===== config.mk =====
export PLATFORM = sky130hd
export DESIGN_NAME = hazard_unit
export DESIGN_NICKNAME = d
export VERILOG_FILES = /design/src/rtl/hazard_pkg.sv /design/src/rtl/hazard_fwd_sel.sv /design/src/rtl/hazard_unit.sv
export SDC_FILE = /design/constraint.sdc
export NUM_CORES = 1
export LEC_CHECK = 0
export ABC_CLOCK_PERIOD_IN_PS = 5400
export CAP_MARGIN = 20
export CORE_AREA = 2 2 84 86
export DETAILED_ROUTE_END_ITERATION = 6
export DIE_AREA = 0 0 86 88
export DONT_BUFFER_PORTS = 1
export HOLD_SLACK_MARGIN = 0.08
export PLACE_DENSITY = 0.78
export SYNTH_ARGS = -nofsm -noshare
export SYNTH_HDL_FRONTEND = slang
export SYNTH_SLANG_ARGS = --single-unit

===== constraint.sdc =====
create_clock -name clk -period 5.4 [get_ports clk]
set_clock_uncertainty 0.15 [all_clocks]
set_input_delay 1.08 -clock clk [delete_from_list [all_inputs] [get_ports clk]]
set_output_delay 1.08 -clock clk [all_outputs]
set_load 0.005 [all_outputs]

===== src/rtl/hazard_pkg.sv =====
// rtl/hazard_pkg.sv - shared types and constants for the pipeline hazard controller
//
// Purpose: forward-select and FSM-state enums plus the register index width,
// imported by hazard_unit and hazard_fwd_sel.
// Ports: none (package).

package hazard_pkg;

  localparam int REG_AW = 5;

  typedef enum logic [1:0] {
    FWD_RF = 2'b00,
    FWD_W  = 2'b01,
    FWD_M  = 2'b10
  } fwd_sel_e;

  typedef enum logic {
    RUN     = 1'b0,
    MEMWAIT = 1'b1
  } hz_state_e;

endpackage


===== src/rtl/hazard_fwd_sel.sv =====
// rtl/hazard_fwd_sel.sv - E-stage operand forward select for one source operand
//
// Purpose: picks the M ALU result, the W result or the register file for one
// E-stage source register. Compiled only when FORWARDING_EN is defined.
// Ports:
//   rs                  source register of the E-stage operand
//   rdm, rdw            destination registers in M and W
//   regwritem/regwritew write enables of the M and W instructions
//   sel                 forward select (FWD_M has priority over FWD_W)

`ifdef FORWARDING_EN
module hazard_fwd_sel
  import hazard_pkg::*;
(
  input  logic [REG_AW-1:0] rs,
  input  logic [REG_AW-1:0] rdm,
  input  logic [REG_AW-1:0] rdw,
  input  logic              regwritem,
  input  logic              regwritew,
  output fwd_sel_e          sel
);

  // x0 is hard-wired zero, so a write to it is never a forwarding source.
  always_comb begin
    sel = FWD_RF;
    if (regwritem && (rdm != '0) && (rdm == rs)) begin
      sel = FWD_M;
    end else if (regwritew && (rdw != '0) && (rdw == rs)) begin
      sel = FWD_W;
    end
  end

endmodule
`endif


===== src/rtl/hazard_unit.sv =====
// rtl/hazard_unit.sv - 5-stage pipeline hazard controller (stall/flush/forward)
//
// Purpose: load-use / RAW stalls, taken-branch flushes, freeze while a data
// memory access is outstanding, saturating stall/flush counters and a sticky
// memory timeout flag.
// Build option: FORWARDING_EN enables E-stage forwarding (only load-use stalls);
// without it, RAW hazards against E and M stall and forwarding is tied off.
// Ports:
//   clk, rst                       clock, asynchronous active-high reset
//   Rs1D/Rs2D, Rs1E/Rs2E           source registers in D and E
//   RdE/RdM/RdW, RegWrite{E,M,W}   destinations and write enables
//   LoadE, PCSrcE                  load in E, taken branch resolved in E
//   MemReqM, MemReadyM             data memory request / completion in M
//   Stall{F,D,E,M}, Flush{D,E,W}   pipeline register controls
//   ForwardAE/ForwardBE            operand forward selects
//   StallCount/FlushCount, MemErr  performance counters, sticky timeout flag

module hazard_unit
  import hazard_pkg::*;
#(
  parameter int MEM_TIMEOUT = 255
)
(
  input  logic              clk,
  input  logic              rst,
  input  logic [REG_AW-1:0] Rs1D,
  input  logic [REG_AW-1:0] Rs2D,
  input  logic [REG_AW-1:0] Rs1E,
  input  logic [REG_AW-1:0] Rs2E,
  input  logic [REG_AW-1:0] RdE,
  input  logic [REG_AW-1:0] RdM,
  input  logic [REG_AW-1:0] RdW,
  input  logic              RegWriteE,
  input  logic              RegWriteM,
  input  logic              RegWriteW,
  input  logic              LoadE,
  input  logic              PCSrcE,
  input  logic              MemReqM,
  input  logic              MemReadyM,
  output logic              StallF,
  output logic              StallD,
  output logic              StallE,
  output logic              StallM,
  output logic              FlushD,
  output logic              FlushE,
  output logic              FlushW,
  output logic [1:0]        ForwardAE,
  output logic [1:0]        ForwardBE,
  output logic [31:0]       StallCount,
  output logic [31:0]       FlushCount,
  output logic              MemErr
);

  localparam int              WW        = $clog2(MEM_TIMEOUT + 1);
  // Last wait-counter value before the timeout edge: leaving on this edge
  // makes exactly MEM_TIMEOUT cycles spent in MEMWAIT.
  localparam logic [WW-1:0]   WAIT_LAST = WW'(MEM_TIMEOUT - 1);

  hz_state_e     state;
  logic [WW-1:0] wait_cnt;
  logic          freeze;
  logic          hz_stall;
  fwd_sel_e      fwd_a;
  fwd_sel_e      fwd_b;

  // The first stalled cycle is still in RUN, so the freeze is also raised
  // combinationally from the request; once MemReadyM rises the freeze drops
  // in the same cycle, giving exactly N frozen cycles for N wait cycles.
  assign freeze = !MemReadyM && (MemReqM || (state == MEMWAIT));

`ifdef FORWARDING_EN
  hazard_fwd_sel u_fwd_a (
    .rs        (Rs1E),
    .rdm       (RdM),
    .rdw       (RdW),
    .regwritem (RegWriteM),
    .regwritew (RegWriteW),
    .sel       (fwd_a)
  );

  hazard_fwd_sel u_fwd_b (
    .rs        (Rs2E),
    .rdm       (RdM),
    .rdw       (RdW),
    .regwritem (RegWriteM),
    .regwritew (RegWriteW),
    .sel       (fwd_b)
  );

  // Load data is only available after M, so a dependent D instruction waits once.
  assign hz_stall = LoadE && (RdE != '0) && ((RdE == Rs1D) || (RdE == Rs2D));

  logic unused_fwd;
  assign unused_fwd = RegWriteE;
`else
  assign fwd_a = FWD_RF;
  assign fwd_b = FWD_RF;

  // Without forwarding, any pending write in E or M blocks the reader in D;
  // W is covered by the register file's write-before-read.
  assign hz_stall = (RegWriteE && (RdE != '0) && ((RdE == Rs1D) || (RdE == Rs2D))) ||
                    (RegWriteM && (RdM != '0) && ((RdM == Rs1D) || (RdM == Rs2D)));

  logic unused_nofwd;
  assign unused_nofwd = ^{LoadE, Rs1E, Rs2E, RdW, RegWriteW};
`endif

  always_comb begin
    StallF    = 1'b0;
    StallD    = 1'b0;
    StallE    = 1'b0;
    StallM    = 1'b0;
    FlushD    = 1'b0;
    FlushE    = 1'b0;
    FlushW    = 1'b0;
    ForwardAE = FWD_RF;
    ForwardBE = FWD_RF;
    if (rst) begin
      FlushD = 1'b1;
      FlushE = 1'b1;
      FlushW = 1'b1;
    end else begin
      ForwardAE = fwd_a;
      ForwardBE = fwd_b;
      if (freeze) begin
        // PCSrcE stays held in E, so the branch flush is simply deferred.
        StallF = 1'b1;
        StallD = 1'b1;
        StallE = 1'b1;
        StallM = 1'b1;
        FlushW = 1'b1;
      end else begin
        StallF = hz_stall;
        StallD = hz_stall;
        FlushD = PCSrcE;
        FlushE = hz_stall | PCSrcE;
      end
    end
  end

  always_ff @(posedge clk or posedge rst) begin
    if (rst) begin
      state      <= RUN;
      wait_cnt   <= '0;
      MemErr     <= 1'b0;
      StallCount <= '0;
      FlushCount <= '0;
    end else begin
      case (state)
        RUN: begin
          wait_cnt <= '0;
          if (MemReqM && !MemReadyM) begin
            state <= MEMWAIT;
          end
        end
        MEMWAIT: begin
          wait_cnt <= wait_cnt + WW'(1);
          if (MemReadyM) begin
            state <= RUN;
          end else if (wait_cnt == WAIT_LAST) begin
            state  <= RUN;
            MemErr <= 1'b1;
          end
        end
        default: state <= RUN;
      endcase

      if (StallD && (StallCount != '1)) begin
        StallCount <= StallCount + 32'd1;
      end
      if ((FlushD || FlushE) && (FlushCount != '1)) begin
        FlushCount <= FlushCount + 32'd1;
      end
    end
  end

endmodule


==> metrics.yaml <==
worst_setup_path:
  ff2ff_path_depth: 7
  reg2reg_to: "StallCount[1]"
  timing.rr.start: "StallCount[2]"
  ff2ff_setup_slack_ps: 2530
  cp_data_required_time_ps: 4170
  crit_path_start_kind: "primary input"
  worstPathArrival_ps: 2720
  critPathKind: "primary input to output pin"
  path_max_fanout: 19
  critPathCaptureType: "output pin"
min_path:
  hold_path.startpoint: "FlushCount[22]"
  hold_end: "FlushCount[22]"
  whs_path_depth: 1
  hold_class: "flip-flop to flip-flop"
power_and_ir_drop:
  p_leak_nw: 1.86
  powerDensity_nw_per_um2: 314
  finalPower_w: 0.00137
  ir_drop_mv: 0.269
synthesis:
  synth_ff_type: "dfrtp_1"
  synth.largest_area_cell: "dfrtp_1"
  async_flop_share_pct: 100
  synthTopCellsByArea: "dfrtp_1 (45%), xor2_1 (12%), xnor2_1 (6.5%), nand3_1 (3.1%), nand2_1 (2.4%)"
  ys_seq_elements: 74
  syn_area_per_cell_um2: 10.7
  synth_area_um2: 4150
  synth-edff-count: 0
  ys_warn_count: 0
  netlist_instances: 390
  yosysSeqAreaShare_pct: 44.6
  synth_cell_type_count: 52
  synth_top_area_share_pct: 44.6
clock_tree:
  cts_tree: "done"
  post_cts_buffers: 0
  cts-buffers-inserted: 9
  clk_pin_slew_ps: 80
  clockRootBuffer: "clkbuf_8"
  h-tree-depth: 3
  cts_resized: 0
  numClockSinks: 74
  cts_hold_buf: 0
  cts.path.max_buffers: 2
  clk_latency_ps: 340
timing:
  timing.setup.tns_ps: 0
  setup_viol: 0
  setup_ws_ps: 1450
  rsz0062_at_grt: "false"
  fin_crit_ps: 3950
  relSlewSlack_pct: 39.1
  finalMaxSlewViolations: 0
  hold_viol_final: 0
  worst_pin_slew_ps: 911
  fin_hold_ws_ps: 357
  fmax_ghz: 0.253
  finalCritPeriodShare_pct: 73.1
flow_run:
  maxCapViolCount: 0
drt:
  drc: 0
  wl_mm: 8.61
  firstDrtPassIters: 4
  antenna_left: 0
  vias: 2887
  drt_iter0_drc: 155
  wire_per_inst_um: 18.1
  vias_per_cell: 6.08
grt:
  grt_overflow: 0
  grt_max_degree: 43
  grt_pass1_vias: 2935
  track_usage_pct: 23.9
  antenna_found_initial: 0
  grt_pass1_wl_mm: 14.3
place:
  port_buffers: 0
  hpwlAfterDp_mm: 6.15
  gp_congestion: 0.834
  pre_cts_ws_ps: 1450
floorplanning:
  pin_count: 120
  die_h_um: 88
  die_w_um: 86
  coreArea_um2: 6640
  start_util_pct: 62.5
  die-area_um2: 7570
  row_count: 30
cells_and_area:
  antenna_cells: 0
  finalNetCount: 438
  syn2layout_area_growth_pct: 5.24
  drive_above_1_share_pct: 14.2
outcome:
  status: "complete, no violations"
==> cell type report <==
class	count	area (um2)
Fill cell	510	2270
Multi-Input combinational cell	293	2160
Sequential cell	74	1850
Clock buffer	12	155
Tap cell	80	100
Clock inverter	4	48.8
Inverter	10	40.0
Timing Repair Buffer	2	15.0
==> logic make-up after synthesis <==
group / share of synthesized area [%]
flops: 44.6
other cells: 0.0903
fa+ha+maj: 1.20
mux: 0.542
simple gates: 28.0
xor+xnor: 18.3
compound gates: 3.61
buf+inv: 3.67
==> through the flow <==
step           instance area (um2)  std cells  utilization (%)
4_1_cts                       4370        475             65.8
5_1_grt                       4370        475             65.8
3_3_place_gp                  4170        459             62.7
2_1_floorplan                 4170        393                -
6_report                      4370        475             65.8
3_5_place_dp                  4170        459             62.7
==> cells in the mapped netlist (3+ instances only) <==
library cell / n
dfrtp_1: 74
xor2_1: 56
xnor2_1: 31
nand2_1: 27
nand3_1: 26
nor2_1: 20
nor3_1: 16
nand4_1: 13
and2_1: 11
and3_1: 11
inv_1: 9
nand3_2: 9
buf_4: 7
nor3b_1: 7
and4_1: 6
nor4_2: 5
ha_1: 4
nor4_1: 4
or4_1: 4
buf_2: 3
buf_6: 3
clkbuf_1: 3
nor3_2: 3
nor4b_1: 3
o21ai_2: 3
==> critical path: stages <==
cell and delay [ps]:
or4_1 550, o21ai_2 190, o22ai_4 130, o21ai_4 520, inv_4 240
==> worst max-delay path by stage <==
stage	startpoint	to	slack, ps	depth (start not counted)
detailed placement	RdE[1]	StallD	1450	5
global placement	RdM[1]	StallD	1490	5
finish	RdE[1]	StallF	1450	5
CTS	RdE[1]	StallD	1440	5
global route	RdE[1]	StallD	1360	5
floorplan	rst	FlushE	750	5
==> routing by layer <==
metal	GRT usage, %	wire, um	up-vias
met5	0	0	-
met4	6.20	97	0
met3	6.88	570	10
met2	39.6	4270	106
met1	31.1	3670	1432
li1	-	-	1339
==> flip-flops by register name, indices dropped and copies added, names as in the netlist <==
signal      count
state           1
StallCount     32
FlushCount     32
MemErr          1
wait_cnt        8
==> report_power, final <==
| group | leakage [nW] | total (W) | internal, W | switching (W) |
|---|---|---|---|---|
| Combinational | 0.818 | 0.000200 | 0.0000827 | 0.000118 |
| Clock | 0.107 | 0.000443 | 0.000239 | 0.000204 |
| Sequential | 0.934 | 0.000730 | 0.000620 | 0.000109 |
==> layout by cell type (no fill, tap or decap), types with 13 or more instances in the layout <==
cell     count
nor3_1      16
xnor2_1     31
nand4_1     13
dfrtp_1     74
nand3_1     26
xor2_1      56
nand2_1     27
nor2_1      20
Power figures use the tool's default switching activity.
